==> src/rtl/tron_mem_pkg.sv <==
// ---------------------------------------------------------------------------
// tron_mem_pkg
// Shared constants for the Tron memory responder: FSM state encoding and the
// default LED register address and reset instruction.
// No ports (package).
// ---------------------------------------------------------------------------
package tron_mem_pkg;

    typedef logic [2:0] memState_t;

    localparam memState_t IDLE     = 3'd0;
    localparam memState_t CPU_RD   = 3'd1;
    localparam memState_t CPU_DONE = 3'd2;
    localparam memState_t VGA_RD   = 3'd3;
    localparam memState_t VGA_DONE = 3'd4;
    localparam memState_t WR_DONE  = 3'd5;

    localparam logic [15:0] LED_ADDR_DEF  = 16'hFFFF;
    localparam logic [15:0] NOP_INSTR_DEF = 16'h0000;

endpackage

==> src/rtl/tron_mem_arb.sv <==
// ---------------------------------------------------------------------------
// tron_mem_arb
// Grant decision for the responder's IDLE state plus the saturating counter
// that stops a busy CPU from starving the display port.
// Ports:
//   clk, reset      clock, asynchronous active-high reset
//   idle            responder is in IDLE and may grant this cycle
//   cpuReq, vgaReq  pending requests
//   grantCpu        CPU transaction starts this cycle
//   grantVga        VGA read starts this cycle
// ---------------------------------------------------------------------------
module tron_mem_arb
    import tron_mem_pkg::*;
#(
    parameter int STARVE_MAX = 4
) (
    input  logic clk,
    input  logic reset,
    input  logic idle,
    input  logic cpuReq,
    input  logic vgaReq,
    output logic grantCpu,
    output logic grantVga
);

    localparam int CNT_W = $clog2(STARVE_MAX + 1);

    logic [CNT_W-1:0] starveCnt;
    logic             starved;

    assign starved  = (starveCnt == CNT_W'(STARVE_MAX));
    // VGA wins only when the CPU is absent or has used up its run of grants.
    assign grantVga = idle && vgaReq && (starved || !cpuReq);
    assign grantCpu = idle && cpuReq && !grantVga;

    always_ff @(posedge clk or posedge reset) begin
        if (reset) begin
            starveCnt <= '0;
        end else if (!vgaReq || grantVga) begin
            // NOTE: state is updated with <= so every flop samples pre-edge values.
            starveCnt <= '0;
        end else if (grantCpu && !starved) begin
            starveCnt <= starveCnt + 1'b1;
        end
    end

endmodule

==> src/rtl/tron_mem_responder.sv <==
// ---------------------------------------------------------------------------
// tron_mem_responder
// Memory-side responder for the Tron CPU bus. Serves CPU fetches, loads and
// stores plus a read-only VGA port against one single-port synchronous RAM,
// and owns the memory-mapped LED register.
// Ports:
//   clk, reset                      clock, asynchronous active-high reset
//   cpu_req/we/fetch/addr/wdata     CPU request (held until cpu_ready)
//   cpu_ready                       one-cycle completion pulse
//   instruction, mem_data           registered fetch / load results
//   led                             LED register
//   vga_req/addr                    VGA read request (held until vga_valid)
//   vga_valid, vga_rdata            one-cycle pulse with registered read data
//   ram_addr/wdata/we, ram_rdata    RAM interface (read data one cycle late)
// ---------------------------------------------------------------------------
module tron_mem_responder
    import tron_mem_pkg::*;
#(
    parameter int                ADDR_W         = 16,
    parameter int                DATA_W         = 16,
    parameter logic [ADDR_W-1:0] LED_ADDR       = ADDR_W'(LED_ADDR_DEF),
    parameter int                VGA_STARVE_MAX = 4,
    parameter logic [DATA_W-1:0] NOP_INSTR      = DATA_W'(NOP_INSTR_DEF)
) (
    input  logic              clk,
    input  logic              reset,
    input  logic              cpu_req,
    input  logic              cpu_we,
    input  logic              cpu_fetch,
    input  logic [ADDR_W-1:0] cpu_addr,
    input  logic [DATA_W-1:0] cpu_wdata,
    output logic              cpu_ready,
    output logic [DATA_W-1:0] instruction,
    output logic [DATA_W-1:0] mem_data,
    output logic [DATA_W-1:0] led,
    input  logic              vga_req,
    input  logic [ADDR_W-1:0] vga_addr,
    output logic              vga_valid,
    output logic [DATA_W-1:0] vga_rdata,
    output logic [ADDR_W-1:0] ram_addr,
    output logic [DATA_W-1:0] ram_wdata,
    output logic              ram_we,
    input  logic [DATA_W-1:0] ram_rdata
);

    memState_t         state, nextState;
    logic              idleArb, grantCpu, grantVga;
    logic              cpuIsLed, cpuStore, ramStore, cpuRamRead;
    logic              rdFetch, rdLed;
    logic [ADDR_W-1:0] heldAddr;
    logic [DATA_W-1:0] heldWdata;
    logic [DATA_W-1:0] rdData;

    // Gating with reset keeps ram_we low the instant reset rises, even if a
    // request is sitting on the bus.
    assign idleArb = (state == IDLE) && !reset;

    tron_mem_arb #(
        .STARVE_MAX (VGA_STARVE_MAX)
    ) u_arb (
        .clk      (clk),
        .reset    (reset),
        .idle     (idleArb),
        .cpuReq   (cpu_req),
        .vgaReq   (vga_req),
        .grantCpu (grantCpu),
        .grantVga (grantVga)
    );

    // A fetch is always a read, whatever cpu_we says.
    assign cpuIsLed   = (cpu_addr == LED_ADDR);
    assign cpuStore   = grantCpu && cpu_we && !cpu_fetch;
    assign ramStore   = cpuStore && !cpuIsLed;
    assign cpuRamRead = grantCpu && !cpuStore && !cpuIsLed;

    assign cpu_ready = (state == WR_DONE) || (state == CPU_DONE);
    assign vga_valid = (state == VGA_DONE);
    assign rdData    = rdLed ? led : ram_rdata;

    // The RAM samples its address at the end of the grant cycle, so the bus
    // is driven combinationally then and held from registers otherwise.
    always_comb begin
        // NOTE: defaults first so every path assigns every output; no latches.
        ram_we    = ramStore;
        ram_addr  = heldAddr;
        ram_wdata = heldWdata;
        if (ramStore || cpuRamRead) ram_addr = cpu_addr;
        if (ramStore)               ram_wdata = cpu_wdata;
        if (grantVga)               ram_addr = vga_addr;
    end

    always_comb begin
        nextState = state;
        case (state)
            IDLE: begin
                if (grantVga)      nextState = VGA_RD;
                else if (grantCpu) nextState = cpuStore ? WR_DONE : CPU_RD;
            end
            CPU_RD:  nextState = CPU_DONE;
            VGA_RD:  nextState = VGA_DONE;
            default: nextState = IDLE;
        endcase
    end

    always_ff @(posedge clk or posedge reset) begin
        if (reset) begin
            state       <= IDLE;
            instruction <= NOP_INSTR;
            mem_data    <= '0;
            led         <= '0;
            vga_rdata   <= '0;
            heldAddr    <= '0;
            heldWdata   <= '0;
            rdFetch     <= 1'b0;
            rdLed       <= 1'b0;
        end else begin
            state <= nextState;
            if (ramStore || cpuRamRead || grantVga) heldAddr <= ram_addr;
            if (ramStore) heldWdata <= cpu_wdata;
            if (cpuStore && cpuIsLed) led <= cpu_wdata;
            if (grantCpu) begin
                rdFetch <= cpu_fetch;
                rdLed   <= cpuIsLed;
            end
            // Only the targeted result register moves; the other one holds.
            if (state == CPU_RD) begin
                if (rdFetch) instruction <= rdData;
                else         mem_data    <= rdData;
            end
            if (state == VGA_RD) vga_rdata <= ram_rdata;
        end
    end

endmodule

==> config.mk <==
export PLATFORM = sky130hd
export DESIGN_NAME = tron_mem_responder
export DESIGN_NICKNAME = d
export VERILOG_FILES = /design/src/rtl/tron_mem_pkg.sv /design/src/rtl/tron_mem_arb.sv /design/src/rtl/tron_mem_responder.sv
export SDC_FILE = /design/constraint.sdc
export NUM_CORES = 1
export LEC_CHECK = 0
export CELL_PAD_IN_SITES_DETAIL_PLACEMENT = 1
export CELL_PAD_IN_SITES_GLOBAL_PLACEMENT = 1
export CORE_MARGIN = 2
export CORE_UTILIZATION = 28
export DETAILED_ROUTE_END_ITERATION = 8
export PLACE_DENSITY_LB_ADDON = 0.1
export SETUP_SLACK_MARGIN = 0.4
export SLEW_MARGIN = 20
export SYNTH_ARGS = -nofsm -noshare
export SYNTH_HDL_FRONTEND = slang
export SYNTH_HIERARCHICAL = 1
export SYNTH_SLANG_ARGS = --single-unit
==> constraint.sdc <==
create_clock -name clk -period 8.72 [get_ports clk]
set_clock_uncertainty 0.05 [all_clocks]
set_input_delay 2.616 -clock clk [delete_from_list [all_inputs] [get_ports clk]]
set_output_delay 2.616 -clock clk [all_outputs]
set_load 0.03 [all_outputs]
======== After elaboration in Yosys (flattened, before gate mapping) ========
Cells that the tools add are included.
Widths: inputs -> output; s select.
storage, ports and cells
  register bits ........................... 104
  latch bits .............................. 0
  memory bits (writable) .................. 0
  ROM bits ................................ 0
  memories kept ........................... 0
operators by class
  $add $sub $neg .......................... 1
  multipliers ............................. 0
  divide/modulo/power cells ............... 0
  magnitude comparators ................... 0
  equality and inequality tests ........... 8
  shifts and indexed selects .............. 0
  mux-type cells .......................... 10
  bitwise logic cells ..................... 1
  reductions and logical operators ........ 29
operators with widths
  cell                  number
  $mux 16               4
  $eq 16x16->1 const B  1
  $mux 3                5
  $logic_and 1x1->1     12
  $eq 3x3->1 const B    3
  $pmux 3 s3            1
  $logic_not 1->1       8
  $eq 3x2->1 const B    2
  $logic_or 1x1->1      5
  $reduce_and 2->1      2
  $add 3x1->3 const B   1
  $eq 3x1->1 const B    1
  $logic_not 3->1       1
  $ne 3x3->1 const B    1
  $reduce_bool 2->1     1
  $not 1->1             1

======== Logic depth before layout (Yosys ltp) ========
  word-level depth ........................ 14
  depth in mapped cells ................... 10
  gate-level depth less buffers ........... 9

======== Modules after synthesis ========
Netlist, hierarchy kept.
modules (own cells, without submodules)
  module              instances  cells each  area each (µm²)
  tron_mem_responder  1          344         4,261.6
  tron_mem_arb        1          25          219.0

======== Least setup slack after synthesis ========
No wires, ideal clock.
  path type ............................... input to output
  start ................................... input reset
  end ..................................... output ram_wdata[10]
  arrival time ............................ 4,722 ps
  slack ................................... 1,332 ps
  cell stages on the path ................. 7
  buffers on the path ..................... 1
  cell sequence ........................... nor4_1 -> nand2_1 -> a21oi_1 -> nand3b_1 -> nor2_2 -> buf_2 -> mux2_2
on the way
  longest elaborated chain between the ends .. 10
  elaborated cells on any way between the ends .. 11
RTL lines
  item                                 RTL line                  source
  start: declaration                   tron_mem_responder.sv:26  input logic reset,
  $logic_not 1->1 (no line) (*)        n/a
  $logic_and 1x1->1 (*)                tron_mem_responder.sv:56  assign idleArb = (state == IDLE) && !reset;
  $logic_and 1x1->1 (2 in series)      tron_mem_arb.sv:33        assign grantVga = idle && vgaReq && (starved || !cpuReq);
  $logic_not 1->1                      tron_mem_arb.sv:34        assign grantCpu = idle && cpuReq && !grantVga;
  $logic_and 1x1->1 (*)                tron_mem_arb.sv:34
  net grantCpu                         tron_mem_responder.sv:47  logic idleArb, grantCpu, grantVga;
  $logic_and 1x1->1 (*) (2 in series)  tron_mem_responder.sv:72  assign cpuStore = grantCpu && cpu_we && !cpu_fetch;
  $logic_and 1x1->1 (*)                tron_mem_responder.sv:73  assign ramStore = cpuStore && !cpuIsLed;
  net ram_we                           tron_mem_responder.sv:42  output logic ram_we,
  $mux 16 (*)                          tron_mem_responder.sv:88  if (ramStore) ram_wdata = cpu_wdata;
  end: declaration                     tron_mem_responder.sv:41  output logic [DATA_W-1:0] ram_wdata,
Mark *: on every way through the listed nets, which the timed path passes. The rest lies on a longest branch.

======== Worst setup path after layout ========
  start ................................... input reset
  end ..................................... output ram_wdata[8]
on the way
  longest elaborated chain between the ends .. 10
  elaborated cells on any way between the ends .. 11
RTL lines
  item                                 RTL line
  $logic_not 1->1 (no line) (*)        n/a
  $logic_and 1x1->1 (*)                tron_mem_responder.sv:56
  net idleArb                          tron_mem_responder.sv:47
  $logic_and 1x1->1 (2 in series)      tron_mem_arb.sv:33
  $logic_not 1->1                      tron_mem_arb.sv:34
  $logic_and 1x1->1 (*)                tron_mem_arb.sv:34
  net grantCpu                         tron_mem_responder.sv:47
  $logic_and 1x1->1 (*) (2 in series)  tron_mem_responder.sv:72
  $logic_and 1x1->1 (*)                tron_mem_responder.sv:73
  $mux 16 (*)                          tron_mem_responder.sv:88
Marked as above.

==> flow_metrics.tcl <==
set metrics [dict create \
    final_common_cell "clkdlybuf4s50_1" \
    ff_latch_area_sq_um 2600 \
    maxSlewHeadroom 0.494 \
    yosys_most_used_dff "dfrtp_1" \
    grt_setup_unrepaired "no" \
    status "finished, final reports clean" \
    start_util 0.284 \
    first_pass_iters 4 \
    power_frac_comb 0.476 \
    internal-power_uw 1430 \
    yosysSeqAreaShare 0.581 \
    synth_edf_count 0 \
    ant_nets 0 \
    drive_gt1_frac 0.191 \
    swShare 0.394 \
    final_net_count 607 \
    r2r_slack_ns 6.22 \
    endpoint_kind "primary output" \
    synth.distinct_cells 34 \
    gp_congestion 0.740 \
    seqPwrFrac 0.321 \
    min_path_cells 1 \
    synth_nets 441 \
    ys_warn_count 6 \
    leakagePower_uw 0.00277 \
    nFillCells 1701 \
    max-vdd-ir-drop_mv 0.134 \
    min-delay-path-class "flip-flop to flip-flop" \
    htreeDepth 3 \
    reg2reg_depth 8 \
    ios 169 \
    worstHoldStart "heldWdata[14]$_DFF_PP0_" \
    gr-total-overflow 0 \
    dp_slack_ns 0.524 \
    grt_usage 0.158 \
    layout_common_cells "clkdlybuf4s50_1 (153), dfrtp_1 (103), a21oi_1 (65), nor2_1 (51), mux2_2 (40)" \
    n_antenna_cell 0 \
    clock_sinks 104 \
    startpoint_type "primary input" \
    cp_max_fo 17 \
    via_count 3456 \
    worstMarginPinSlew_ns 0.759 \
    r2r_start "state[1]$_DFFE_PP0P_" \
    port_buffers 168 \
    dp_hpwl_microns 9590 \
    multi_input_area_sq_um 1780 \
    area_delta_synth_final_pct 50.9 \
    p_total_uw 2360 \
    first_global_vias 3688 \
    grt_util_met1 0.205 \
    route.detailed.drc 0 \
    grt_use_met3 0.0533 \
    row_count 46 \
    drv_cap 0 \
    avgSynthCellArea_sq_um 12.1 \
    clock_power_share 0.203 \
    switching_power_uw 929 \
    vias_per_cell 4.57 \
    die_h_microns 131 \
    post-route-period-util 0.919 \
    cts_buffers 9 \
    crit_path_start "reset" \
    antenna_found_initial 0 \
    clockBufferDepth 2 \
    fin_tns_setup_ns 0 \
    path_clk_slew_ns 0.07 \
    crit-reg2reg-capture "heldWdata[7]$_DFF_PP0_" \
    max_freq_ghz 0.125 \
    cp.required_ns 6.05 \
    fp.dieW_microns 131 \
    grt_pass1_wl_microns 20400 \
    grt_max_degree 81 \
    wl_per_cell_microns 17.4 \
    netlist_area_sq_um 4480 \
    holdPathEnd "heldWdata[14]$_DFF_PP0_" \
    placed_area_sq_um 6380 \
    wl_microns 13100 \
    final_hold_viol_count 0 \
    cellPowerDensity_nw_per_um2 348 \
    cts_tree "built" \
    drt_iter0_drc 84 \
    use_met2 0.248 \
    ys_async_sr_fraction 1.00 \
    arrival_ns 5.35 \
    clk_latency_ns 0.35 \
    cts_hold_buf 0 \
    synth_seq_cells 104 \
    critPathKind "primary input to primary output" \
    setup_slack_ns 0.709 \
    final_util 0.429 \
    syn_inst 369 \
    maxSlewViolCount 0 \
    gr-max-usage-layer "met2" \
    setup_violations 0 \
    period_needed_ns 8.01 \
    die-area_sq_um 17000 \
    clockRootBuffer "clkbuf_16" \
    design.core.area_sq_um 15800 \
    stdcell_area_sq_um 6760 \
]
[final cells by class]
cell class	instances	area share
inverter	5	0.00315
tap	216	0.0400
clock inverter	7	0.0189
multi-input combinational	237	0.264
sequential	104	0.385
clock buffer	9	0.0333
timing repair buffer	178	0.256
[critical path, stage by stage]
cell and delay [ns]:
clkdlybuf4s50_1 0.47, nor4_1 0.20, buf_4 0.19, nand2_1 0.06, a21oi_2 0.21, nand3b_1 0.17, nor2_2 0.14, buf_4 0.29
mux2_2 0.39, clkdlybuf4s50_1 0.60
[routing by layer]
layer / routed length [microns] / part of all wire / up-vias
li1: - / - / 1629
met2: 6120 / 0.47 / 113
met3: 1070 / 0.082 / 14
met5: 0 / 0 / -
met4: 203 / 0.015 / 0
met1: 5750 / 0.44 / 1700
[metrics by stage]
| step | cells | hold WS (ns) |
|---|---|---|
| after floorplan | 369 | 0.467 |
| after global placement | 739 | 0.432 |
| after detailed placement | 739 | 0.439 |
| after CTS | 755 | 0.457 |
| after global routing | 756 | 0.469 |
| final | 756 | 0.450 |
[Yosys cell counts, types with 2 or more instances]
cell / count / area (sq um)
nor4_1: 3 / 18.8
buf_2: 11 / 55.1
dfrtp_1: 104 / 2600
a21boi_2: 2 / 22.5
ha_1: 2 / 25.0
clkbuf_1: 9 / 33.8
buf_6: 2 / 22.5
inv_1: 5 / 18.8
nand3b_1: 3 / 22.5
nand2b_1: 2 / 12.5
nand4_1: 3 / 18.8
a21boi_1: 2 / 15.0
a21oi_1: 66 / 330
mux2i_1: 32 / 320
nor2_1: 51 / 191
mux2_2: 40 / 450
nand2_1: 5 / 18.8
nand3_1: 2 / 10.0
mux2_4: 10 / 150
[worst max-delay path by stage]
| stage | end | slack (ns) | cells past startpoint |
|---|---|---|---|
| 2_1_floorplan | ram_wdata[10] | 1.33 | 7 |
| 3_3_place_gp | ram_wdata[6] | 0.64 | 10 |
| 3_5_place_dp | ram_wdata[8] | 0.52 | 10 |
| 4_1_cts | ram_wdata[8] | 0.53 | 10 |
| 5_1_grt | ram_wdata[5] | 0.51 | 10 |
| 6_report | ram_wdata[8] | 0.71 | 10 |
[state kept, by name, indices dropped and copies added (netlist names)]
name / cells
rdFetch: 1
led: 16
rdLed: 1
vga_rdata: 16
heldWdata: 16
state: 3
mem_data: 16
instruction: 16
u_arb/starveCnt: 3
heldAddr: 16
[power by group through the flow]
stage                     Clock, uW  Combinational, uW  Sequential [uW]
after floorplan                   0                469              944
after global placement            0               1110              760
after detailed placement          0               1130              769
after CTS                       497               1130              760
after global routing            516               1200              782
final                           478               1120              756
[cell families (layout without fill, tap and decap cells)]
| logic type | count (synthesis) | count (layout) | synth area share |
|---|---|---|---|
| buffers and inverters | 28 | 199 | 0.0299 |
| and+or+nand+nor | 80 | 80 | 0.0902 |
| AOI/OAI and AO/OA | 73 | 73 | 0.0880 |
| adders and majority gates | 2 | 2 | 0.00558 |
| muxes | 82 | 82 | 0.206 |
| DFF | 104 | 104 | 0.581 |
[timing repair]
| item | CTS | global route |
|---|---|---|
| resized for setup | 0 | 1 |
| buffers inserted | 0 | 0 |
| endpoints found under the setup margin | 0 | 15 |
(Power assumes the default switching activity.)
